`config.mk`:
```
export PLATFORM = sky130hd
export DESIGN_NAME = lfsr_gen
export DESIGN_NICKNAME = d
export VERILOG_FILES = /design/src/rtl/lfsr_pkg.sv /design/src/rtl/lfsr_gen_sync_edge.sv /design/src/rtl/lfsr_gen.sv
export SDC_FILE = /design/constraint.sdc
export NUM_CORES = 1
export LEC_CHECK = 0
export BUFFER_PORTS_ARGS = -buffer_cell sky130_fd_sc_hd__buf_4
export CORE_MARGIN = 4
export CORE_UTILIZATION = 45
export DETAILED_ROUTE_END_ITERATION = 7
export HOLD_SLACK_MARGIN = 0.06
export PLACE_DENSITY_LB_ADDON = 0.1
export SETUP_SLACK_MARGIN = 0.1
export SLEW_MARGIN = 20
export SYNTH_ARGS = -nofsm -noshare
export SYNTH_HDL_FRONTEND = slang
export SYNTH_SLANG_ARGS = --single-unit
```
`constraint.sdc`:
```
create_clock -name clk -period 2 [get_ports clk]
set_input_delay 0.4 -clock clk [delete_from_list [all_inputs] [get_ports clk]]
set_output_delay 0.4 -clock clk [all_outputs]
set_load 0.01 [all_outputs]
```
`src/rtl/lfsr_pkg.sv`:
```
// lfsr_pkg: shared constants for the LFSR generator.
//   - MODE_STEP / MODE_RUN : encoding of the lfsr_gen mode input
//   - TAPS_4 .. TAPS_16    : maximal-length feedback masks for the
//                            shift-right Fibonacci form used by lfsr_gen
//                            (mask bit i set => state[i] feeds the XOR)
//   - presc_width()        : counter width needed to count 0..div-1
package lfsr_pkg;

  localparam logic MODE_STEP = 1'b0;
  localparam logic MODE_RUN  = 1'b1;

  // Mask = low-order terms of a primitive polynomial x^W + ... + 1
  localparam logic [3:0]  TAPS_4  = 4'h3;
  localparam logic [4:0]  TAPS_5  = 5'h05;
  localparam logic [5:0]  TAPS_6  = 6'h03;
  localparam logic [6:0]  TAPS_7  = 7'h03;
  localparam logic [7:0]  TAPS_8  = 8'h1D;
  localparam logic [8:0]  TAPS_9  = 9'h011;
  localparam logic [9:0]  TAPS_10 = 10'h009;
  localparam logic [10:0] TAPS_11 = 11'h005;
  localparam logic [11:0] TAPS_12 = 12'h053;
  localparam logic [12:0] TAPS_13 = 13'h001B;
  localparam logic [13:0] TAPS_14 = 14'h0443;
  localparam logic [14:0] TAPS_15 = 15'h0003;
  localparam logic [15:0] TAPS_16 = 16'h002D;

  function automatic int unsigned presc_width(input int unsigned div);
    return (div > 1) ? $clog2(div) : 1;
  endfunction

endpackage

```
`src/rtl/lfsr_gen_sync_edge.sv`:
```
// sync_edge: two-flop synchroniser followed by a rising-edge detector.
//   clk  : system clock
//   rst  : asynchronous active-high reset
//   din  : raw level, asynchronous to clk
//   rise : registered one-cycle pulse for each 0->1 transition of din
// A level first captured by s1 at edge k gives rise high after edge k+2.
module sync_edge (
  input  logic clk,
  input  logic rst,
  input  logic din,
  output logic rise
);

  logic s1, s2, s3;

  always_ff @(posedge clk or posedge rst) begin
    if (rst) begin
      s1   <= 1'b0;
      s2   <= 1'b0;
      s3   <= 1'b0;
      rise <= 1'b0;
    end else begin
      s1   <= din;
      s2   <= s1;
      s3   <= s2;
      rise <= s2 & ~s3;
    end
  end

endmodule

```
`src/rtl/lfsr_gen.sv`:
```
// lfsr_gen: parametrised Fibonacci LFSR pseudo-random generator.
//   clk      : system clock
//   rst      : asynchronous active-high reset
//   mode     : MODE_STEP (button-stepped) or MODE_RUN (prescaled free-run)
//   step     : raw button level, synchronised internally
//   load     : synchronous seed load strobe (beats a same-cycle advance)
//   seed     : value to load; zero is replaced by RESET_SEED
//   state    : current LFSR value
//   advanced : pulse with each advance-driven state change
//   wrapped  : pulse when state returns to the reference value
//   period   : advances counted in the last completed cycle
//   lockup   : pulse when a zero value was replaced by RESET_SEED
module lfsr_gen
  import lfsr_pkg::*;
#(
  parameter int unsigned       WIDTH      = 8,
  parameter logic [WIDTH-1:0]  TAPS       = TAPS_8,
  parameter logic [WIDTH-1:0]  RESET_SEED = 8'h01,
  parameter int unsigned       DIV        = 4,
  parameter int unsigned       PW         = 16
) (
  input  logic             clk,
  input  logic             rst,
  input  logic             mode,
  input  logic             step,
  input  logic             load,
  input  logic [WIDTH-1:0] seed,
  output logic [WIDTH-1:0] state,
  output logic             advanced,
  output logic             wrapped,
  output logic [PW-1:0]    period,
  output logic             lockup
);

  localparam int unsigned      PSW     = presc_width(DIV);
  localparam logic [PSW-1:0]   PS_LAST = PSW'(DIV - 1);

  logic             rise;
  logic [PSW-1:0]   presc;
  logic [WIDTH-1:0] refv;
  logic [PW-1:0]    cnt;

  logic             fb;
  logic [WIDTH-1:0] nxt;
  logic [WIDTH-1:0] adv_val;
  logic [PW-1:0]    cnt_inc;
  logic             adv;

  sync_edge u_step_edge (
    .clk  (clk),
    .rst  (rst),
    .din  (step),
    .rise (rise)
  );

  always_comb begin
    fb      = ^(state & TAPS);
    nxt     = {fb, state[WIDTH-1:1]};
    adv_val = (nxt == '0) ? RESET_SEED : nxt;
    cnt_inc = (cnt == '1) ? cnt : cnt + 1'b1;
    adv     = (mode == MODE_RUN) ? (presc == PS_LAST) : rise;
  end

  always_ff @(posedge clk or posedge rst) begin
    if (rst) begin
      state    <= RESET_SEED;
      refv     <= RESET_SEED;
      presc    <= '0;
      cnt      <= '0;
      period   <= '0;
      advanced <= 1'b0;
      wrapped  <= 1'b0;
      lockup   <= 1'b0;
    end else begin
      advanced <= 1'b0;
      wrapped  <= 1'b0;
      lockup   <= 1'b0;

      if (load || mode == MODE_STEP || presc == PS_LAST)
        presc <= '0;
      else
        presc <= presc + 1'b1;

      if (load) begin
        if (seed == '0) begin
          state  <= RESET_SEED;
          refv   <= RESET_SEED;
          lockup <= 1'b1;
        end else begin
          state  <= seed;
          refv   <= seed;
        end
        cnt <= '0;
      end else if (adv) begin
        state    <= adv_val;
        lockup   <= (nxt == '0);
        advanced <= 1'b1;
        // period includes the advance that closes the cycle
        if (adv_val == refv) begin
          period  <= cnt_inc;
          cnt     <= '0;
          wrapped <= 1'b1;
        end else begin
          cnt     <= cnt_inc;
        end
      end
    end
  end

endmodule

```
==> run summary, run 1 <==
Outcome - finished, final reports clean
F_max - 501 MHz
Post-synthesis register bit count - 57
Pre-antenna DRT Iters - 4
DR vias - 2,538
Placer Congestion - 0.808
Place WS - -85.4 ps
Via-per-instance ratio - 5.62
Die Ht - 89.2 um
Wirelength per Cell - 17.0 um
Detail Route Antenna Nets - 0
Vias in the first global route - 2,533
# diodes - 0
CP Class - reg -> reg
Worst setup EP type - flip-flop
Synth unique cells - 56
Die width - 89.2 um
First DRT Iteration DRCs - 147
R2r worst-path depth - 6
Rel. slew slack - 68.7%
Register area share after synthesis - 48.1%
Synth warn - 0
Clk_lat worst skew - 330 ps
Tcrit/Tclk final - 99.9%
CTS buffer count - 9
Final Max Tran Viols - 0
CTS H-tree depth - 3
Grt total ovfl - 0
HP Class - in -> reg
Boundary Pins - 40
First-pass GRT wire length - 12.6 mm
Root buf cell - clkbuf_8
Max Clock Skew - 7.16 ps
Critical Path, Cell by Cell - xor2_2, nor4_4, o2111ai_4, nor3_4, buf_6, mux2_4
Initial cell density of the core - 46.5%
Clock transition at path regs - 70 ps
Syn_area_per_cell - 10.5 um2
Area leader, netlist - dfrtp_1
Crit Path Max Fanout - 7
Clk buf depth - 2
Hold depth - 1
Setup ws final - 2.60 ps
Dpl hpwl - 5.20 mm
WP data required - 2210 ps
Most frequent cell after synthesis - dfrtp_1
GRT Util Overall - 21.0%
Crit start category - flip-flop
Slew @ Worst Pin - 468 ps
Synth Instances - 284
FP Rows - 29
Worst path max stage delay - 440 ps
Maximum resistive drop on vdd - 0.441 mV
Pin count of the biggest net entering global routing - 43
Final Core Density - 65.2%
DR DRC count - 0
CTS tree - yes
Critical path's slowest cell - dfrtp_2
Final count of hold timing violations - 0
PD cells - 618 nW/um2
Top cell type's share of synthesized area - 46.4%
Area of the core - 6390 um2
Die area - 7960 um2
Buffers on Ports - 39
Area grow syn2layout - 40.4%
Fill cells - 544
Post-synth top cells - dfrtp_1 (55), o21ai_0 (21), inv_1 (16)
Top FF cell, synth - dfrtp_1
Leak pwr - 1.84 nW
Final WL - 7.70 mm
Synth Net Count - 299
Total Power - 0.00257 W
EDFF count, synth - 0
Max_cap viols - 0
Clk sinks - 57
Minimum clock period - 2000 ps
Final nets - 385
Top post-synthesis cells by area - dfrtp_1 (46%), mux2_2 (3.8%), mux2i_1 (3.7%), o21ai_0 (3.5%), xnor2_1 (3.2%)
Share of cells above drive strength 1 - 42.7%
Ys async rst share - 100%
Unrepaired setup endpoints after global routing - yes
# setup viols final - 0
Post-Syn Area - 2970 um2
Worst EP arrival - 2210 ps
Antenna violations before repair - 0
worst max-delay path: cells and delay by family, from the launching register on:
| family | cells | cell delay, ps |
|---|---|---|
| mux | 1 | 310 |
| compound gates | 1 | 190 |
| flops | 1 | 440 |
| simple gates | 2 | 560 |
| xor+xnor | 1 | 180 |
| buf+inv | 1 | 190 |
layout by cell type, fill, tap and decap left out, drive strengths merged, types with 3 or more instances in the layout:
cell	n
clkbuf	10
a21oi	14
nand2	14
nand4b	4
o211ai	3
a31oi	9
xnor2	11
clkinv	4
dfrtp	55
nor2	9
nor3	9
o2111ai	3
nand4	4
inv	16
nand2b	3
mux2i	11
nand3	14
a211oi	3
nor4	6
mux2	12
buf	92
xor2	9
o21ai	24
report_power, final:
part / internal, W / total [W] / leakage (nW) / switching [W]
Sequential: 0.00121 / 0.00126 / 0.729 / 0.0000525
Clock: 0.000440 / 0.000905 / 0.0818 / 0.000465
Combinational: 0.000204 / 0.000411 / 1.03 / 0.000206
sequential cells by signal, summed over array words and instances, names as in the netlist:
register          cells
advanced              1
cnt                  16
lockup                1
period               16
presc                 2
refv                  8
state                 8
u_step_edge.rise      1
u_step_edge.s1        1
u_step_edge.s2        1
u_step_edge.s3        1
wrapped               1
timing repair:
action | in CTS | in global routing
buffers inserted | 2 | 0
pin swaps | 9 | 8
setup endpoints to repair | 26 | 32
hold buffers | 1 | 0
gates resized for setup | 23 | 12
hold endpoints to repair | 15 | 0
kinds of logic after synthesis:
group	count (synthesis)	share of synthesized area (%)
buffers and inverters	34	4.64
AO/OA/AOI/OAI	69	15.5
flip-flops	57	48.1
AND/OR/NAND/NOR	78	15.9
adder cells (fa/ha/maj)	2	0.843
XOR/XNOR	21	6.66
multiplexers	23	8.39
layout make-up:
cell class	count	area (um2)	area share (%)
Inverter	16	60.1	1.44
Multi-Input combinational cell	193	1650	39.6
Timing Repair Buffer	93	761	18.3
Clock inverter	6	35.0	0.841
Tap cell	77	96.3	2.31
Clock buffer	10	128	3.06
Sequential cell	57	1440	34.5
layer usage:
| metal | global-route usage [%] | wire [um] | vias to the layer above |
|---|---|---|---|
| met1 | 30.5 | 3610 | 1250 |
| li1 | - | - | 1213 |
| met3 | 3.59 | 328 | 12 |
| met4 | 8.53 | 115 | 0 |
| met5 | 0 | 0 | - |
| met2 | 30.9 | 3650 | 63 |
worst paths after layout:
| kind | slack (ps) | from | to |
|---|---|---|---|
| max in group asynchronous | 800 | rst | refv[0] |
| hold reg to reg | 350 | u_step_edge.s1 | u_step_edge.s2 |
| hold / removal | 170 | step | u_step_edge.s1 |
| setup / recovery | 3 | state[2] | period[7] |
| min in group asynchronous | 600 | rst | u_step_edge.rise |
| setup reg to reg | 3 | state[2] | period[7] |
per-stage QoR:
| step | hold slack (ps) | cells | area [um2] | TNS [ps] |
|---|---|---|---|---|
| finish | 172 | 452 | 4170 | 0 |
| detailed placement | 339 | 433 | 3800 | -860 |
| CTS | 157 | 452 | 4100 | 0 |
| global placement | 342 | 433 | 3800 | -2280 |
| floorplan | 331 | 284 | 3110 | -1250 |
| global route | 161 | 452 | 4170 | -768 |
Power figures use the tool's default switching activity.
==> run 2, diff against run 1 <==
- CORE_UTILIZATION: 45 -> 50
==> run summary, run 2 (synthesized netlist as in run 1, its figures left out) <==
Area grow syn2layout - 38.6%
F_max - 483 MHz (-3.6%)
Max Clock Skew - 8.15 ps (+0.989 ps)
Share of cells above drive strength 1 - 41.6% (-1.1 points)
Crit-path leading delay family - XOR/XNOR gates
Crit Path Max Fanout - 7 (unchanged)
Top Registers - cnt (16), period (16)
First DRT Iteration DRCs - 161 (+9.5%)
Tcrit/Tclk final - 104% (+3.7 points)
Worst Path Buf+Inv - 2 (+1)
Pre-antenna DRT Iters - 4 (unchanged)
Critical path's slowest cell - dfrtp_2
Register area - 1440 um2 (unchanged)
Commonest non-fill, non-tap cell in the layout - buf_4
Max_cap viols - 0 (unchanged)
Final Max Tran Viols - 0 (unchanged)
Clk sinks - 57 (unchanged)
Dpl hpwl - 5.03 mm (-3.2%)
Die width - 85.0 um (-4.7%)
Slew @ Worst Pin - 452 ps (-15.5 ps)
Critical Path, Cell by Cell - xnor2_2, xnor3_1, o2111ai_2, nor3_4, buf_6, buf_12, mux2_4
R2r worst-path depth - 7 (+1)
Die Ht - 85.0 um (-4.7%)
Rel. slew slack - 69.8% (+1.0 points)
Leak pwr - 1.86 nW (+0.70%)
PD cells - 643 nW/um2 (+4.0%)
Crit start category - flip-flop
Detail Route Antenna Nets - 0 (unchanged)
DR DRC count - 0 (unchanged)
Wirelength per Cell - 16.6 um (-2.5%)
Total Power - 0.00264 W (+2.7%)
Area of the multi-input gates - 1590 um2 (-3.6%)
Die area - 7230 um2 (-9.1%)
Hold_buf cts - 0 (-1)
CP Class - reg -> reg
CTS buffer count - 9 (unchanged)
CTS tree - yes
HP Class - in -> async
Area of the core - 5640 um2 (-12%)
Finished Cell Area - 4110 um2 (-1.3%)
Met1 Use GR - 32.4% (+1.8 points)
Boundary Pins - 40 (unchanged)
WP data required - 2220 ps (about the same)
Minimum clock period - 2070 ps (+74.1 ps)
FP Rows - 27 (-6.9%)
Final nets - 383 (-0.52%)
Setup ws final - -71.5 ps (-74.1 ps)
Worst EP arrival - 2290 ps (+80 ps)
Busiest grt layer - met1
Final count of hold timing violations - 0 (unchanged)
Outcome - finished, violations left
Clk buf depth - 2 (unchanged)
GR Util met3 - 4.47% (+0.87 points)
Cell Area, Placed - 3750 um2 (-1.3%)
Final WL - 7.39 mm (-4.0%)
GRT Util Overall - 21.8% (+0.88 points)
Buffers on Ports - 39 (unchanged)
DR vias - 2,520 (-0.71%)
Placer Congestion - 0.815 (+0.82%)
Clock transition at path regs - 70 ps (about the same)
Worst setup EP type - flip-flop
Maximum resistive drop on vdd - 0.510 mV (+16%)
# diodes - 0 (unchanged)
Root buf cell - clkbuf_8
Violated checks - negative setup slack
Clk_lat worst skew - 330 ps (about the same)
Vias in the first global route - 2,492 (-1.6%)
CTS H-tree depth - 3 (unchanged)
First-pass GRT wire length - 12.6 mm (-0.60%)
WP depth - 7 (+1)
Unrepaired setup endpoints after global routing - yes
Hold WS - 116 ps (-55.9 ps)
Fill cells - 416 (-24%)
Worst path max stage delay - 480 ps (+40 ps)
Via-per-instance ratio - 5.66 (+0.85%)
# setup viols final - 13 (+13)
Initial cell density of the core - 52.6% (+6.1 points)
Commonest non-fill, non-tap cells in the layout - buf_4 (84), dfrtp_1 (48), o21ai_0 (20)
Pin count of the biggest net entering global routing - 58 (+35%)
Antenna violations before repair - 0 (unchanged)
M2 GR Usage - 32.0% (+1.0 points)
Grt total ovfl - 0 (unchanged)
-- run 2: cell count changes in the layout (fill, tap and decap cells not counted), moves of 2 or more --
cell	previous run	this run
o21ai_2	1	3
clkinv_2	4	2
buf_6	6	2
nor2_4	2	0
-- run 2: worst paths after layout --
kind / start / end / slack, ps
worst min-delay path: rst / refv[1] / 120
worst min register to register: u_step_edge.s1 / u_step_edge.s2 / 360
worst max register to register: state[3] / period[9] / -70
min in group clk: step / u_step_edge.s1 / 170
worst max-delay path: state[3] / period[9] / -70
max in group asynchronous: rst / state[0] / 1580
-- run 2: layout make-up --
type                    count  area share, %
multi-input cells         193           38.6
inverters                  16           1.46
clock buffers              10           3.35
well taps                  72           2.19
flip-flops and latches     57           35.0
clock inverters             6           1.03
repair buffers             91           18.4
-- run 2: power breakdown --
part           total, W  switching (W)  internal, W
registers       0.00126      0.0000571      0.00121
clock network  0.000983       0.000498     0.000484
logic          0.000397       0.000188     0.000209
total           0.00264       0.000744      0.00190
-- run 2: routing by layer --
metal	routed length, um	share of wire (%)	up-vias
met2	3410	46	73
li1	-	-	1214
met5	0	0	-
met1	3480	47	1223
met3	391	5.3	10
met4	114	1.5	0
-- run 2: per-stage QoR --
step,setup slack (ps),std cells,TNS (ps),utilization [%]
6_report,-71.5,445,-728,72.9
5_1_grt,-170,445,-2820,72.9
4_1_cts,-57.8,443,-506,71.9
3_5_place_dp,-72.3,421,-650,66.5
3_3_place_gp,-35.5,421,-219,66.5
2_1_floorplan,-193,284,-1250,-
-- run 2: worst reg2reg max path, delay by kind of cell, from the launching register on --
family | cells | cell delay, ps
and+or+nand+nor | 1 | 240
AOI/OAI and AO/OA | 1 | 180
DFF | 1 | 480
muxes | 1 | 300
xor gates and xnor gates | 2 | 490
buffers and inverters | 2 | 260
-- run 2: what timing repair did --
| item | CTS | global route |
|---|---|---|
| setup buffers | 5 | 2 |
| setup endpoints to repair | 24 | 32 |
| pin swaps | 13 | 2 |
| gates cloned | 1 | 0 |
| gates resized for setup | 15 | 7 |
